===== config.mk =====
export PLATFORM = sky130hd
export DESIGN_NAME = sclk_burst_ctrl
export DESIGN_NICKNAME = d
export VERILOG_FILES = /design/src/rtl/sclk_burst_ctrl_pkg.sv /design/src/rtl/sclk_burst_ctrl_half_period_counter.sv /design/src/rtl/sclk_burst_ctrl.sv
export SDC_FILE = /design/constraint.sdc
export NUM_CORES = 1
export LEC_CHECK = 0
export CORE_ASPECT_RATIO = 1.2
export CORE_MARGIN = 4
export CORE_UTILIZATION = 25
export CTS_BUF_LIST = sky130_fd_sc_hd__clkbuf_4
export DETAILED_ROUTE_END_ITERATION = 6
export SLEW_MARGIN = 20
export SYNTH_ARGS = -nofsm -noshare
export SYNTH_HDL_FRONTEND = slang
export SYNTH_SLANG_ARGS = --single-unit

===== constraint.sdc =====
create_clock -name clk -period 1.75 [get_ports clk]
set_clock_uncertainty 0.1 [all_clocks]
set_input_delay 0.2625 -clock clk [delete_from_list [all_inputs] [get_ports clk]]
set_output_delay 0.2625 -clock clk [all_outputs]
set_load 0.1 [all_outputs]

===== src/rtl/sclk_burst_ctrl_pkg.sv =====
// Shared definitions for divider-based serial clock blocks: state encoding
// and the default divider geometry.
package sclk_burst_ctrl_pkg;

    localparam int DEF_CNT_W    = 7;
    localparam int DEF_NCYC_W   = 5;
    localparam int DEF_DIV_HALF = 113;

    typedef enum logic {
        ST_IDLE = 1'b0,
        ST_RUN  = 1'b1
    } state_t;

endpackage


===== src/rtl/sclk_burst_ctrl_half_period_counter.sv =====
// Half-period counter: counts 0..limit while enabled and flags the wrap cycle.
// Dropping en clears the count so every burst starts on a fresh phase.
module half_period_counter
    import sclk_burst_ctrl_pkg::*;
#(
    parameter int CNT_W = DEF_CNT_W
) (
    input  logic             clk,
    input  logic             reset,
    input  logic             en,
    input  logic [CNT_W-1:0] limit,
    output logic             wrap,
    output logic [CNT_W-1:0] cnt
);

    assign wrap = en && (cnt == limit);

    always_ff @(posedge clk or posedge reset) begin
        if (reset) begin
            cnt <= '0;
        end else if (!en || wrap) begin
            cnt <= '0;
        end else begin
            cnt <= cnt + CNT_W'(1);
        end
    end

endmodule


===== src/rtl/sclk_burst_ctrl.sv =====
// Burst sequencer for a programmable half-period divider: emits N periods on
// s_clk, then parks s_clk low and pulses done. Ratio changes land on falls.
module sclk_burst_ctrl
    import sclk_burst_ctrl_pkg::*;
#(
    parameter int CNT_W       = DEF_CNT_W,
    parameter int NCYC_W      = DEF_NCYC_W,
    parameter int DIV_DEFAULT = DEF_DIV_HALF
) (
    input  logic              clk,
    input  logic              reset,
    input  logic              cfg_we,
    input  logic [CNT_W-1:0]  cfg_half,
    input  logic              start,
    input  logic [NCYC_W-1:0] ncycles,
    input  logic              abort,
    output logic              busy,
    output logic              done,
    output logic              s_clk,
    output logic              rise_stb,
    output logic              fall_stb
);

    state_t             state;
    state_t             state_n;
    logic [CNT_W-1:0]   half;
    logic [CNT_W-1:0]   pend_half;
    logic               pend_valid;
    logic [NCYC_W-1:0]  remaining;
    logic [CNT_W-1:0]   cnt;
    logic               wrap;
    logic               run_en;
    logic               rise_tog;
    logic               fall_tog;
    logic               last_fall;
    logic               accept;
    logic               zero_req;
    logic               run_abort;

    half_period_counter #(
        .CNT_W (CNT_W)
    ) u_half_cnt (
        .clk   (clk),
        .reset (reset),
        .en    (run_en),
        .limit (half),
        .wrap  (wrap),
        .cnt   (cnt)
    );

    // half only changes when cnt restarts at 0, so the count can never overshoot
    cnt_within_half: assert property (@(posedge clk) disable iff (reset) cnt <= half);

    always_comb begin
        state_n   = state;
        run_en    = (state == ST_RUN) && !abort;
        run_abort = (state == ST_RUN) && abort;
        rise_tog  = wrap && !s_clk;
        fall_tog  = wrap && s_clk;
        last_fall = fall_tog && (remaining <= NCYC_W'(1));
        accept    = (state == ST_IDLE) && start && !abort && (ncycles != '0);
        zero_req  = (state == ST_IDLE) && start && !abort && (ncycles == '0);
        case (state)
            ST_IDLE: if (accept) state_n = ST_RUN;
            ST_RUN:  if (abort || last_fall) state_n = ST_IDLE;
            default: state_n = ST_IDLE;
        endcase
    end

    always_ff @(posedge clk or posedge reset) begin
        if (reset) begin
            state <= ST_IDLE;
        end else begin
            state <= state_n;
        end
    end

    assign busy = (state == ST_RUN);

    always_ff @(posedge clk or posedge reset) begin
        if (reset) begin
            s_clk     <= 1'b0;
            rise_stb  <= 1'b0;
            fall_stb  <= 1'b0;
            done      <= 1'b0;
            remaining <= '0;
        end else begin
            rise_stb <= rise_tog;
            fall_stb <= fall_tog;
            done     <= zero_req || last_fall;
            if (!run_en) begin
                s_clk <= 1'b0;
            end else if (wrap) begin
                s_clk <= !s_clk;
            end
            if (accept) begin
                remaining <= ncycles;
            end else if (run_abort) begin
                remaining <= '0;
            end else if (fall_tog && (remaining != '0)) begin
                remaining <= remaining - NCYC_W'(1);
            end
        end
    end

    // In RUN every write is parked; it reaches half at the next fall, at abort,
    // or (for a write that coincided with the final fall) once back in IDLE.
    always_ff @(posedge clk or posedge reset) begin
        if (reset) begin
            half       <= CNT_W'(DIV_DEFAULT);
            pend_half  <= '0;
            pend_valid <= 1'b0;
        end else if (state == ST_IDLE) begin
            if (cfg_we) begin
                half <= cfg_half;
            end else if (pend_valid) begin
                half <= pend_half;
            end
            pend_valid <= 1'b0;
        end else begin
            if ((fall_tog || abort) && pend_valid) begin
                half <= pend_half;
            end
            if (cfg_we) begin
                pend_half  <= cfg_half;
                pend_valid <= 1'b1;
            end else if (fall_tog || abort) begin
                pend_valid <= 1'b0;
            end
        end
    end

endmodule


==> metrics <==
status finished, violations left; failing checks setup timing; final core occ 0.3908; TritonCTS clock tree built; gr usage total 0.1017; VDD IR max 335.0 uV; setup slack after layout -204.0 ps; Placed Area 2242 um2; most common cell after layout, fill and taps aside buf_4; P&R area growth vs syn 52.40%; Overflow after GRT 0; Clock Path Buffers 2; Fillers 626; sequential share of the synthesized area 0.4905; # setup viols final 20; die area 7938 um2; H-tree Lvls 2; #FFs+latches synth 32; Slew HR 0.7181; Horiz. Die Dim 82 um; Worst setup EP type register; gpl congestion 0.7428; WS Path Type reg2reg; syn_area_per_cell 11.18 um2; reg2reg end half[3]; setup repair after global routing missed its margin yes; Max Freq 0.5118 GHz; Nets 227; vias in the first global route 1402; hold buffer count at cts 0; Hold Path Class in2async; Arrival @ worst endpoint 2080 ps; initial detailed-routing violation count 33; maxcap violations 0; residual DRC count 0; I/O Buffers 21; crit-path max cell delay 570 ps; HPWL after DPL 2662 um; initial antenna violation count 0; clock-pin slew of the registers on the worst-case setup and hold paths 110 ps; routed wire length 3745 um; post-synth top area cell dfrtp_1; Placeable Area 6406 um2; Crit Path Max Fanout 7; Starting Density 0.2564; Worst Path Required 1870 ps; share of the synthesized area in the top cell type 0.4265; WL per Instance 12.78 um; fin area 2504 um2; Inserted Clock Buffers 5; # IOs 22; Crit path max-delay family flip-flops; FF-to-FF path depth 6; asr flop ratio synth 1.000; Die H 96.80 um; reg2reg start half[6]; clock sink count 32; Pleak 1.064 nW; via/cell ratio 4.478; slowest library cell on the worst path dfstp_2; Yosys cell types 36; Syn Inst Count 147; Non-Filler Instances 293; Post-Syn Area 1643 um2; Worst Path Buf+Inv 1; commonest cells after routing, fill and taps aside buf_4, dfrtp_1, mux2_2; Synth Warn # 0; ant diodes 0; pwr dens 896.8 nW/um2; ratio of cells with drive above 1 in the final layout 0.4904; main area contributors after synthesis dfrtp_1, mux2_2, dfstp_2; Synth Flop Type dfrtp_1; post-route antenna net violation count 0; largest net degree at the start of global routing 33; max-slew violation count 0; crit path cell chain xor2_2 -> nor4_4 -> nand4_2 -> a21oi_4 -> buf_12 -> mux2_4; Placed Cells 280; dpl ws -279.7 ps; Reg2Reg Setup Slack -200 ps; Pre-antenna DRT Iters 4; fin crit period 1954 ps; Worst-Margin Slew 418.5 ps; # rows 32; CP Launch Type register; Final Hold Fails 0; Final Cycle Share 1.117; clk root buf clkbuf_4; Worst path depth 6; CP startpoint half[6]; vias 1312; worst skew pair latency 330 ps; CP Capture Point half[3]; global-route wire length before repair 6334 um; Post-Syn Nets 167; EDFF count, synth 0
==> Yosys cell counts, types with 4 or more instances <==
cell type / number
and3_1: 4
dfrtp_1: 28
dfstp_2: 4
mux2_2: 21
nand2_1: 14
nand3_1: 4
nor2_1: 18
nor3_1: 4
o21ai_0: 4
xnor2_1: 4
xor2_1: 9
==> area by class of cell <==
type | count | area, um2 | area share
Clock buffer | 5 | 37.54 | 0.01499
Clock inverter | 3 | 18.77 | 0.007496
Inverter | 4 | 17.52 | 0.006997
Multi-Input combinational cell | 109 | 953.4 | 0.3808
Sequential cell | 32 | 810.8 | 0.3238
Tap cell | 85 | 106.4 | 0.04248
Timing Repair Buffer | 55 | 559.3 | 0.2234
==> what timing repair did <==
item / 4_1_cts / 5_1_grt
pin swaps: 4 / 18
gates cloned: 0 / 0
resized for setup: 11 / 27
setup buffers: 4 / 3
endpoints found under the setup margin: 19 / 23
==> through the flow <==
stage	TNS [ps]	power [mW]	hold WS, ps
2_1_floorplan	-2000	1.463	275.7
3_3_place_gp	-2824	1.689	384.1
3_5_place_dp	-3653	1.706	391.6
4_1_cts	-1800	2.206	152.2
5_1_grt	-3597	2.386	158.8
6_report	-2001	2.245	146.4
==> tightest hold or removal path: cells and delay by family <==
family / cells / cell delay, ps
buffers and inverters: 3 / 690
==> routing by layer <==
| metal | up-vias | track usage | part of all wire |
|---|---|---|---|
| met5 | - | 0 | 0 |
| met4 | 0 | 0.03197 | 0.011 |
| met3 | 5 | 0.02235 | 0.035 |
| met2 | 21 | 0.1705 | 0.52 |
| met1 | 647 | 0.1271 | 0.43 |
| li1 | 639 | - | - |
==> registers in the layout (all words and copies together) (netlist names) <==
| register | flops |
|---|---|
| remaining | 5 |
| done | 1 |
| u_half_cnt.cnt | 7 |
| rise_stb | 1 |
| pend_half | 7 |
| s_clk | 1 |
| busy | 1 |
| pend_valid | 1 |
| half | 7 |
| fall_stb | 1 |
==> logic make-up (layout without fill, tap and decap cells) <==
logic type	Yosys count	in the layout	synth area share
and+or+nand+nor	52	52	0.1645
DFF	32	32	0.4905
muxes	21	21	0.1439
AOI/OAI and AO/OA	20	20	0.09293
xor gates and xnor gates	13	13	0.06931
buffers and inverters	6	67	0.01599
adders and majority gates	3	3	0.02285
==> worst min path at each step <==
| stage | end | slack [ps] | cells after the start |
|---|---|---|---|
| final | pend_half[2] | 150 | 3 |
| after global routing | pend_half[2] | 160 | 3 |
| after CTS | pend_half[2] | 150 | 3 |
| after detailed placement | pend_half[6] | 390 | 1 |
| after global placement | pend_half[5] | 380 | 1 |
| after floorplan | busy | 280 | 1 |
==> power by group <==
group,switching (mW),internal (mW),leakage (nW)
Sequential,0.122,0.916,0.400
Combinational,0.358,0.426,0.629
Clock,0.268,0.154,0.0349
No activity file was read; power rests on OpenSTA's default activity.
